File: src/rtl/reg_rotator_pkg.sv
// Shared command encoding and controller state type for the reg_rotator block.
package reg_rotator_pkg;

    typedef enum logic [1:0] {
        OP_LOAD = 2'b00,
        OP_ROT  = 2'b01,
        OP_SWAP = 2'b10,
        OP_CLR  = 2'b11
    } cmd_op_e;

    typedef enum logic [1:0] {
        ST_IDLE = 2'b00,
        ST_STEP = 2'b01,
        ST_DONE = 2'b10
    } state_e;

endpackage

File: src/rtl/reg_rotator_rot_step_ctrl.sv
// Command sequencer: accepts one command at a time, counts rotation steps, pulses done.
module rot_step_ctrl
    import reg_rotator_pkg::*;
#(
    parameter int IDXW = 2
) (
    input  logic            clk,
    input  logic            rst_n,
    input  logic            cmd_valid,
    input  cmd_op_e         cmd_op,
    input  logic [IDXW-1:0] cmd_steps,
    output logic            step_en,
    output logic            done,
    output logic            busy,
    output logic            ready
);

    state_e          state_q, state_d;
    logic [IDXW-1:0] cnt_q, cnt_d;

    // NOTE: sequential state uses non-blocking assignments so every flop samples pre-edge values.
    always_ff @(posedge clk or negedge rst_n) begin
        if (!rst_n) begin
            state_q <= ST_IDLE;
            cnt_q   <= '0;
        end else begin
            state_q <= state_d;
            cnt_q   <= cnt_d;
        end
    end

    // NOTE: every output gets a default first so no path through the case infers a latch.
    always_comb begin
        state_d = state_q;
        cnt_d   = cnt_q;
        step_en = 1'b0;
        done    = 1'b0;
        busy    = 1'b1;
        ready   = 1'b0;
        case (state_q)
            ST_IDLE: begin
                busy  = 1'b0;
                ready = 1'b1;
                if (cmd_valid) begin
                    if (cmd_op == OP_ROT && cmd_steps != '0) begin
                        state_d = ST_STEP;
                        cnt_d   = cmd_steps;
                    end else begin
                        state_d = ST_DONE;
                    end
                end
            end
            ST_STEP: begin
                step_en = 1'b1;
                cnt_d   = cnt_q - IDXW'(1);
                if (cnt_q == IDXW'(1)) begin
                    state_d = ST_DONE;
                end
            end
            ST_DONE: begin
                done    = 1'b1;
                state_d = ST_IDLE;
            end
            default: begin
                state_d = ST_IDLE;
            end
        endcase
    end

endmodule

File: src/rtl/reg_rotator.sv
// Register array with LOAD/ROT/SWAP/CLR commands and a combinational read port.
// Define REG_ROTATOR_REVERSE_EN to let cmd_dir=1 rotate right; otherwise every step rotates left.
module reg_rotator
    import reg_rotator_pkg::*;
#(
    parameter  int WIDTH = 32,
    parameter  int DEPTH = 3,
    localparam int IDXW  = ($clog2(DEPTH) > 1) ? $clog2(DEPTH) : 1
) (
    input  logic             clk,
    input  logic             rst_n,
    input  logic             cmd_valid,
    output logic             cmd_ready,
    input  logic [1:0]       cmd_op,
    input  logic [IDXW-1:0]  cmd_idx,
    input  logic [WIDTH-1:0] cmd_data,
    input  logic [IDXW-1:0]  cmd_steps,
    input  logic             cmd_dir,
    input  logic [IDXW-1:0]  rd_idx,
    output logic [WIDTH-1:0] rd_data,
    output logic             busy,
    output logic             done
);

    cmd_op_e          op;
    logic             accept;
    logic             step_en;
    logic             rot_right_q;
    logic [WIDTH-1:0] r_q [DEPTH];
    logic [WIDTH-1:0] r_d [DEPTH];

    assign op     = cmd_op_e'(cmd_op);
    assign accept = cmd_valid && cmd_ready;

    rot_step_ctrl #(
        .IDXW (IDXW)
    ) u_ctrl (
        .clk       (clk),
        .rst_n     (rst_n),
        .cmd_valid (cmd_valid),
        .cmd_op    (op),
        .cmd_steps (cmd_steps),
        .step_en   (step_en),
        .done      (done),
        .busy      (busy),
        .ready     (cmd_ready)
    );

`ifdef REG_ROTATOR_REVERSE_EN
    // Direction is held for the whole rotation; cmd_dir may change after acceptance.
    always_ff @(posedge clk or negedge rst_n) begin
        if (!rst_n) begin
            rot_right_q <= 1'b0;
        end else if (accept && op == OP_ROT) begin
            rot_right_q <= cmd_dir;
        end
    end
`else
    logic unused_cmd_dir;
    assign unused_cmd_dir = cmd_dir;
    assign rot_right_q    = 1'b0;
`endif

    always_comb begin
        r_d = r_q;
        if (step_en) begin
            for (int i = 0; i < DEPTH; i++) begin
                if (rot_right_q) r_d[i] = r_q[(i + DEPTH - 1) % DEPTH];
                else             r_d[i] = r_q[(i + 1) % DEPTH];
            end
        end else if (accept) begin
            // Out-of-range indices match no register, so LOAD/SWAP fall through unchanged.
            case (op)
                OP_LOAD: begin
                    for (int i = 0; i < DEPTH; i++) begin
                        if (int'(cmd_idx) == i) r_d[i] = cmd_data;
                    end
                end
                OP_SWAP: begin
                    for (int i = 0; i < DEPTH; i++) begin
                        if (int'(cmd_idx) == i) begin
                            r_d[i]                 = r_q[(i + 1) % DEPTH];
                            r_d[(i + 1) % DEPTH]   = r_q[i];
                        end
                    end
                end
                OP_CLR: begin
                    for (int i = 0; i < DEPTH; i++) r_d[i] = '0;
                end
                default: ;
            endcase
        end
    end

    // NOTE: the array is small flop storage with a defined reset value, so it is reset like any other state.
    always_ff @(posedge clk or negedge rst_n) begin
        if (!rst_n) begin
            for (int i = 0; i < DEPTH; i++) r_q[i] <= '0;
        end else begin
            r_q <= r_d;
        end
    end

    always_comb begin
        rd_data = '0;
        for (int i = 0; i < DEPTH; i++) begin
            if (int'(rd_idx) == i) rd_data = r_q[i];
        end
    end

endmodule

File: config.mk
export PLATFORM = sky130hd
export DESIGN_NAME = reg_rotator
export DESIGN_NICKNAME = d
export VERILOG_FILES = /design/src/rtl/reg_rotator_pkg.sv /design/src/rtl/reg_rotator_rot_step_ctrl.sv /design/src/rtl/reg_rotator.sv
export SDC_FILE = /design/constraint.sdc
export NUM_CORES = 1
export LEC_CHECK = 0
export CORE_MARGIN = 2
export CORE_UTILIZATION = 30
export CTS_CLUSTER_SIZE = 25
export DETAILED_ROUTE_END_ITERATION = 16
export GPL_TIMING_DRIVEN = 0
export PLACE_DENSITY = 0.6
export SYNTH_ARGS = -nofsm -noshare
export SYNTH_HDL_FRONTEND = slang
export SYNTH_HIERARCHICAL = 1
export SYNTH_SLANG_ARGS = --single-unit
File: constraint.sdc
create_clock -name clk -period 2.5 [get_ports clk]
set_clock_uncertainty 0.1 [all_clocks]
set_input_delay 0.5 -clock clk [delete_from_list [all_inputs] [get_ports clk]]
set_output_delay 0.5 -clock clk [all_outputs]
set_load 0.01 [all_outputs]
======== Word-level counts from Yosys, hierarchy flattened ========
Cells that the tools add are included.
word-level totals
  output and inout port bits .............. 35
  logic and storage cells ................. 64
  input port bits ......................... 44
  register bits after elaboration ......... 100
cells by class
  $add $sub $neg .......................... 1
  muxes and demuxes ....................... 24
  reductions and logical operators ........ 15
  equal/unequal tests ..................... 19
operators by type and width
  operator                                               number
  case mux 96 bit (3 select lines)                       1
  2-to-1 mux 32 bit                                      8
  2-to-1 mux 96 bit                                      2
  2-to-1 mux 64 bit                                      2
  == test 2 bit, second input constant                   7
  inequality test 4 bit, second input constant           3
  AND reduction 4 bit                                    3
  2-to-1 mux 2 bit                                       5
  inequality test 3 bit, second input constant           3
  zero test 2 bit                                        4
  case mux 2 bit (2 select lines)                        2
  == test 2 x 1 -> 1 bit, second input constant          3
  nonzero test 2 bit                                     3
  2-to-1 mux 1 bit                                       4
  inequality test 2 x 1 -> 1 bit, second input constant  2
  nonzero test 4 bit                                     1
  AND reduction 3 bit                                    1
  logical AND 1 bit                                      2
  inequality test 2 bit, second input constant           1
  AND reduction 2 bit                                    1
  subtractor 2 x 1 -> 2 bit, second input constant       1

======== Depth between registers and ports, before layout ========
Gate-level depths: netlist (run 1).
  word-level depth ........................ 7
  depth in mapped cells ................... 8
  depth with buffers taken out ............ 6

======== By module ========
The synthesis (run 1) kept the hierarchy.
modules (own cells, without submodules)
  module         area an instance (um^2)  seq. area each (um^2)  cells each  instances
  reg_rotator    6,565.0                  2,402.3                665         1
  rot_step_ctrl  246.5                    100.1                  26          1

======== Worst setup path before layout (run 1) ========
OpenSTA, ideal clock, no wires.
  path kind ............................... input-to-output
  start point ............................. in rd_idx[0]
  end point ............................... out rd_data[10]
  setup slack ............................. 0.502 ns
  stages .................................. 6
  arrival ................................. 1.398 ns
  data required time ...................... 1.900 ns
  path through ............................ clkbuf_1 > nor2b_1 > clkbuf_1 > clkbuf_1 > nand2_1 > o21ai_0
between the ends
  word-level cells in the longest chain between the ends .. 4
  elaborated cells between the ends (all ways) .. 6
  those cells by class .................... 2 x eq/ne; 3 x mux; 1 x reduce/logical
ends and longest elaborated chain
  what                            line                source
  start: declaration              reg_rotator.sv:19   input logic [IDXW-1:0] rd_idx,
  zero test 2 bit                 reg_rotator.sv:107  if (int'(rd_idx) == i) rd_data = r_q[i];
  2-to-1 mux 32 bit (2 in a row)  reg_rotator.sv:107
  2-to-1 mux 32 bit (*)           reg_rotator.sv:107
  end: declaration                reg_rotator.sv:20   output logic [WIDTH-1:0] rd_data,
Mark *: on every way between the ends. The rest lies on a longest branch, timed or not.

======== Final worst setup path (run 1) ========
  start point ............................. in rd_idx[1]
  end point ............................... out rd_data[30]
The elaborated chain is that of the path after synthesis.

==> impl_metrics.yaml, run 1 <==
clocking:
  clock_buffer_count_from_cts: 9
  cts_tree: "built"
  clkSlewWorstSetupHoldPaths_ns: 0.06
  cts.path.max_buffers: 2
  cts.root.buffer_cell: "sky130_fd_sc_hd__clkbuf_16"
  cts_hold_repair.buffers: 0
  h-tree-depth: 3
  clock-sinks: 100
  post_cts_buffers: 0
  insertion_delay_ns: 0.36
synthesis:
  yosys_register_bits: 100
  ys_top_cells_by_count: "104 x sky130_fd_sc_hd__o21ai_1, 100 x sky130_fd_sc_hd__dfrtp_1, 63 x sky130_fd_sc_hd__mux2_2"
  area_fraction_of_the_dominant_cell_type_after_synthesis_pct: 36.7
  share_of_synthesized_area_occupied_by_flip_flops_and_latches_pct: 36.7
  ys_warn_count: 6
  main_synth_ff_type: "sky130_fd_sc_hd__dfrtp_1"
  syn_area_sq_mm: 0.00681
  postSynthAreaPerCell_sq_um: 9.86
  synth_top_cell_by_area: "sky130_fd_sc_hd__dfrtp_1"
  synthCells: 691
  yosys.cell_count.top_type: "sky130_fd_sc_hd__o21ai_1"
  synth_enable_flop_cells: 0
  net_count_of_the_mapped_netlist: 736
  synthTopCellsByArea: "sky130_fd_sc_hd__dfrtp_1 37%, sky130_fd_sc_hd__mux2_2 10%, sky130_fd_sc_hd__o21ai_1 7.6%, sky130_fd_sc_hd__mux2_4 6.6%, sky130_fd_sc_hd__mux2i_1 4.7%"
  synth_cell_types: 42
  async_reset_ff_share_pct: 100
worst_setup_path:
  crit_end: "rd_data[30]"
  critical_path_class: "in2out"
  critical_path.cell_chain: "clkdlybuf4s15_2, nor2b_1, clkbuf_2, clkbuf_8, nand2_1, o21ai_0, dlygate4sd2_1"
  arrival_ns: 1.83
  crit_path_top_delay_cell: "sky130_fd_sc_hd__dlygate4sd2_1"
  critPathCaptureType: "output port"
  worst_r2r_path_depth: 6
  reg2reg_slack_ns: 0.17
  critPathLaunch: "rd_idx[1]"
  critPathLaunchType: "input port"
  critical_path_data_required_time_ns: 1.90
  r2r_end: "r_q[59]"
  reg2reg_from: "u_ctrl/state_q[1]"
  cp_slowest_stage_delay_ns: 0.32
  timing.critical_path.fanout_max: 10
layout:
  areaGrowthSynthToFinish_pct: 21.2
  finalNonFillerCells: 1068
  drive_above_1_share_pct: 24.1
  antenna_cells_inserted: 0
  postLayoutCellArea_sq_mm: 0.00826
  nFillCells: 2263
  layout.nets: 824
drt:
  firstDrtPassIters: 5
  route.final.wire_length_um: 21700
  wire_per_inst_um: 20.3
  dr_total_vias: 5867
  dr_drc_count: 0
  detail_route.iter0.violations: 442
  detail-route-antenna-nets: 0
  routed_via_density: 5.49
sta:
  setup_violations: 0
  setup_tns_ns: 0
  report.final.hold_viol_count: 0
  final_min_period_over_clock_period_pct: 97.3
  finalWorstPathRequiredPeriod_ns: 2.43
  max-slew-margin-rel_pct: 52.5
  worstMarginPinSlew_ns: 0.712
  slew_viol_final: 0
  fmaxAchievable_mhz: 411
  rsz0062_at_grt: "no"
placement:
  place.port_buffers: 76
  placed_cell_area_sq_mm: 0.00795
  hpwlAfterDp_um: 14400
  place_inst: 1053
  globalplace.congestion: 0.836
flow_run:
  timing.max_cap.violations: 0
die:
  die_area_sq_mm: 0.0239
  core_sq_mm: 0.0224
  io-pin-count: 79
  initial_utilization_pct: 30.4
  floorplan.die.height_um: 155
  die_w_um: 155
  std_cell_rows: 55
grt:
  grt-busiest-layer: "met2"
  grt_start_max_net_pins: 52
  first_global_vias: 5871
  gr-usage-met1_pct: 25.7
  use_met2_pct: 27.9
  use_met3_pct: 4.12
  antenna_found_initial: 0
  grt-ovfl-total: 0
  groute.usage.overall_pct: 18.2
  first_pass_grt_wire_length_um: 33900
worst_hold_path:
  min-delay-path-class: "in2async"
outcome:
  status: "complete, no violations"
power_and_ir_drop:
  p_leak_uw: 0.00352
  total_power_density_per_cell_area_mw_per_mm2: 937
  power_uw: 7740
  worst_ir_drop_vdd_uv: 399
## worst min-delay path by stage
stage | start | to | cells after the start
6_report | rst_n | r_q[3] | 1
2_1_floorplan | rst_n | r_q[0] | 0
3_3_place_gp | u_ctrl/state_q[1] | u_ctrl/state_q[0] | 1
3_5_place_dp | u_ctrl/state_q[1] | u_ctrl/state_q[0] | 1
5_1_grt | rst_n | r_q[3] | 1
4_1_cts | rst_n | r_q[3] | 1
## per-layer routing
| layer | vias to the layer above | wire length (um) |
|---|---|---|
| met2 | 234 | 9740 |
| li1 | 2724 | - |
| met3 | 20 | 1540 |
| met4 | 0 | 298 |
| met5 | - | 0 |
| met1 | 2889 | 10100 |
## logic make-up after synthesis
logic type	Yosys count	synth area share [%]
adders and majority gates	1	0.184
AOI/OAI and AO/OA	296	26.6
muxes	128	22.2
and+or+nand+nor	94	7.59
DFF	100	36.7
buffers and inverters	72	6.63
## per-stage QoR
stage	hold WS [ns]	utilization [%]	worst slack [ns]
final	0.0901	36.8	0.0672
after global routing	0.139	36.8	0.000532
after CTS	0.113	36.8	-0.153
after detailed placement	0.407	35.5	-1.03
after global placement	0.402	35.3	-3.38
after floorplan	0.104	-	0.502
## placed cells by master (no fill, tap or decap), types with 5 or more instances in the layout
cell type / Yosys / final
sky130_fd_sc_hd__mux2_2: 63 / 63
sky130_fd_sc_hd__clkbuf_1: 31 / 22
sky130_fd_sc_hd__o2bb2ai_1: 32 / 32
sky130_fd_sc_hd__clkbuf_2: 0 / 7
sky130_fd_sc_hd__clkdlybuf4s50_1: 0 / 42
sky130_fd_sc_hd__o21ai_0: 49 / 49
sky130_fd_sc_hd__dfrtp_1: 100 / 100
sky130_fd_sc_hd__a31oi_1: 32 / 32
sky130_fd_sc_hd__clkbuf_16: 0 / 9
sky130_fd_sc_hd__buf_4: 1 / 5
sky130_fd_sc_hd__nand2_1: 36 / 36
sky130_fd_sc_hd__buf_2: 13 / 10
sky130_fd_sc_hd__and2b_1: 9 / 9
sky130_fd_sc_hd__mux2i_1: 32 / 32
sky130_fd_sc_hd__nand2b_1: 5 / 5
sky130_fd_sc_hd__mux2_4: 30 / 30
sky130_fd_sc_hd__nor2b_1: 30 / 30
sky130_fd_sc_hd__a21oi_2: 30 / 30
sky130_fd_sc_hd__dlygate4sd2_1: 0 / 31
sky130_fd_sc_hd__o21ai_1: 104 / 104
sky130_fd_sc_hd__buf_6: 17 / 17
sky130_fd_sc_hd__a21oi_1: 36 / 36
## power by group
part / switching, uW / total, uW / internal [uW]
combinational: 1500 / 3210 / 1720
clock: 644 / 1440 / 800
sequential: 772 / 3080 / 2310
## critical path, delay by kind of cell
| family | cells | cell delay, ns |
|---|---|---|
| buf+inv | 4 | 0.97 |
| simple gates | 2 | 0.20 |
| compound gates | 1 | 0.16 |
## registers in the layout, summed over array words and instances, names as in the netlist
name and flops:
r_q 96, u_ctrl/state_q 2, u_ctrl/cnt_q 2
## what timing repair did
action | in CTS | in global routing
gates resized for setup | 50 | 7
pin swaps | 0 | 0
endpoints found under the hold margin | 0 | 0
endpoints found under the setup margin | 32 | 49
## layout make-up
cell class              count  area (sq um)  area share [%]
plain buffers              67           479            5.80
inverters                   5          18.8           0.227
multi-input cells         519          3860            46.7
repair buffers             77           751            9.09
flip-flops and latches    100          2500            30.3
clock buffers              11           243            2.94
well taps                 285           357            4.32
clock inverters             4          48.8           0.591
No activity file was read; power rests on OpenSTA's default activity.
==> run 2: changes to the inputs <==
--- a/config.mk
+++ b/config.mk
@@ -6,11 +6,12 @@
 export NUM_CORES = 1
 export LEC_CHECK = 0
 export CORE_MARGIN = 2
-export CORE_UTILIZATION = 30
+export CORE_UTILIZATION = 45
 export CTS_CLUSTER_SIZE = 25
 export DETAILED_ROUTE_END_ITERATION = 16
 export GPL_TIMING_DRIVEN = 0
-export PLACE_DENSITY = 0.6
+export HOLD_SLACK_MARGIN = 0.05
+export PLACE_DENSITY = 0.78
 export SYNTH_ARGS = -nofsm -noshare
 export SYNTH_HDL_FRONTEND = slang
 export SYNTH_HIERARCHICAL = 1
==> impl_metrics.yaml, run 2 (same netlist as run 1, synthesis figures left out) <==
drt:
  firstDrtPassIters: 6
  dr_total_vias: 5961
  route.final.wire_length_um: 20100
  wire_per_inst_um: 20.8
  routed_via_density: 6.16
  detail-route-antenna-nets: 0
  detail_route.iter0.violations: 806
  dr_drc_count: 0
worst_setup_path:
  timing.critical_path.fanout_max: 10
  critical_path.cell_chain: "clkdlybuf4s15_2, clkbuf_1, o21ai_0, dlygate4sd2_1"
  worst_r2r_path_depth: 6
  critPathLaunchType: "input port"
  reg2reg_from: "u_ctrl/state_q[1]"
  reg2reg_slack_ns: 0.15
  critPathLaunch: "rd_idx[1]"
  critical_path_data_required_time_ns: 1.90
  crit_path_top_delay_cell: "sky130_fd_sc_hd__clkbuf_1"
  crit_end: "rd_data[30]"
  critPathCaptureType: "output port"
  worst_path_dominant_cell_family: "buffers and inverters"
  timing.critical_path.depth: 4
  critical_path_class: "in2out"
  arrival_ns: 1.89
  worstPathBufferInverterCount: 3
  cp_slowest_stage_delay_ns: 0.48
  r2r_end: "r_q[61]"
sta:
  setup_violations: 0
  report.final.hold_viol_count: 0
  holdWs_ns: 0.424
  worstMarginPinSlew_ns: 0.641
  final.setup.worst_slack_ns: 0.0124
  rsz0062_at_grt: "no"
  fmaxAchievable_mhz: 402
  finalWorstPathRequiredPeriod_ns: 2.49
  final_min_period_over_clock_period_pct: 99.5
  slew_viol_final: 0
  max-slew-margin-rel_pct: 57.2
die:
  die_w_um: 127
  io-pin-count: 79
  initial_utilization_pct: 46.5
  floorplan.die.height_um: 127
  die_area_sq_mm: 0.0161
  std_cell_rows: 44
  core_sq_mm: 0.0146
clocking:
  clkSlewWorstSetupHoldPaths_ns: 0.06
  cts_tree: "built"
  cts.root.buffer_cell: "sky130_fd_sc_hd__clkbuf_16"
  insertion_delay_ns: 0.37
  clock_buffer_count_from_cts: 9
  clock-sinks: 100
  h-tree-depth: 3
  cts.path.max_buffers: 2
  post_cts_buffers: 0
layout:
  postLayoutCoreUtil_pct: 55.6
  finalNonFillerCells: 967
  layout_commonest_cell: "sky130_fd_sc_hd__o21ai_1"
  drive_above_1_share_pct: 23.9
  nFillCells: 1288
  largest-register: "r_q"
  biggestRegsByFlops: "r_q x96, u_ctrl/cnt_q x2, u_ctrl/state_q x2"
  antenna_cells_inserted: 0
  largest_register_ffs: 96
  areaGrowthSynthToFinish_pct: 19.5
  layout.nets: 824
  final_cell_mix: "104 x sky130_fd_sc_hd__o21ai_1, 100 x sky130_fd_sc_hd__dfrtp_1, 63 x sky130_fd_sc_hd__mux2_2"
grt:
  first_pass_grt_wire_length_um: 32300
  grt-ovfl-total: 0
  grt_start_max_net_pins: 62
  groute.usage.overall_pct: 25.4
  antenna_found_initial: 0
  first_global_vias: 6030
power_and_ir_drop:
  power_uw: 7730
  worst_ir_drop_vdd_uv: 472
  total_power_density_per_cell_area_mw_per_mm2: 950
  p_leak_uw: 0.00351
worst_hold_path:
  min_from: "u_ctrl/cnt_q[0]"
  min-delay-path-class: "reg2reg"
placement:
  place.port_buffers: 76
  placement.setup.worst_slack_ns: -0.954
  globalplace.congestion: 0.856
  place_inst: 952
  hpwlAfterDp_um: 13100
flow_run:
  timing.max_cap.violations: 0
outcome:
  status: "complete, no violations"
==> run 2: report_power, final <==
part	internal (uW)	switching [uW]
combinational	1720	1480
sequential	2310	783
clock	797	643
total	4830	2900
==> run 2: repair_timing <==
action / CTS / global route
endpoints found under the hold margin: 6 / 0
resized for setup: 47 / 7
setup endpoints to repair: 32 / 21
hold buffers: 1 / 0
==> run 2: cell type report <==
class / count / area, sq um / share of cell area [%]
multi-input combinational: 519 / 3860 / 47.4
sequential: 100 / 2500 / 30.7
timing repair buffer: 78 / 764 / 9.39
buffer: 66 / 472 / 5.79
clock buffer: 11 / 243 / 2.98
tap: 184 / 230 / 2.83
clock inverter: 4 / 50.0 / 0.615
inverter: 5 / 18.8 / 0.231
==> run 2: how the worst min path moves through the flow <==
stage                     cells past startpoint           endpoint  slack (ns)
final                                         1    u_ctrl/cnt_q[0]        0.42
after global placement                        1  u_ctrl/state_q[0]        0.39
after detailed placement                      1  u_ctrl/state_q[0]        0.40
after CTS                                     1  u_ctrl/state_q[0]        0.41
after floorplan                               0             r_q[0]        0.10
after global routing                          1    u_ctrl/cnt_q[0]        0.46
==> run 2: through the flow <==
step / instance area [sq um] / TNS (ns)
floorplan: 6810 / 0
global placement: 7800 / -356.62
detailed placement: 7830 / -39.17
CTS: 8130 / 0
global route: 8140 / 0
finish: 8140 / 0
==> run 2: metal layers <==
metal / track usage [%] / vias up / wire length, um / share of wire (%)
li1: - / 2721 / - / -
met1: 34.1 / 2880 / 8570 / 43
met2: 40.7 / 311 / 9380 / 47
met3: 5.86 / 49 / 1590 / 7.9
met4: 8.86 / 0 / 541 / 2.7
met5: 0 / - / 0 / 0
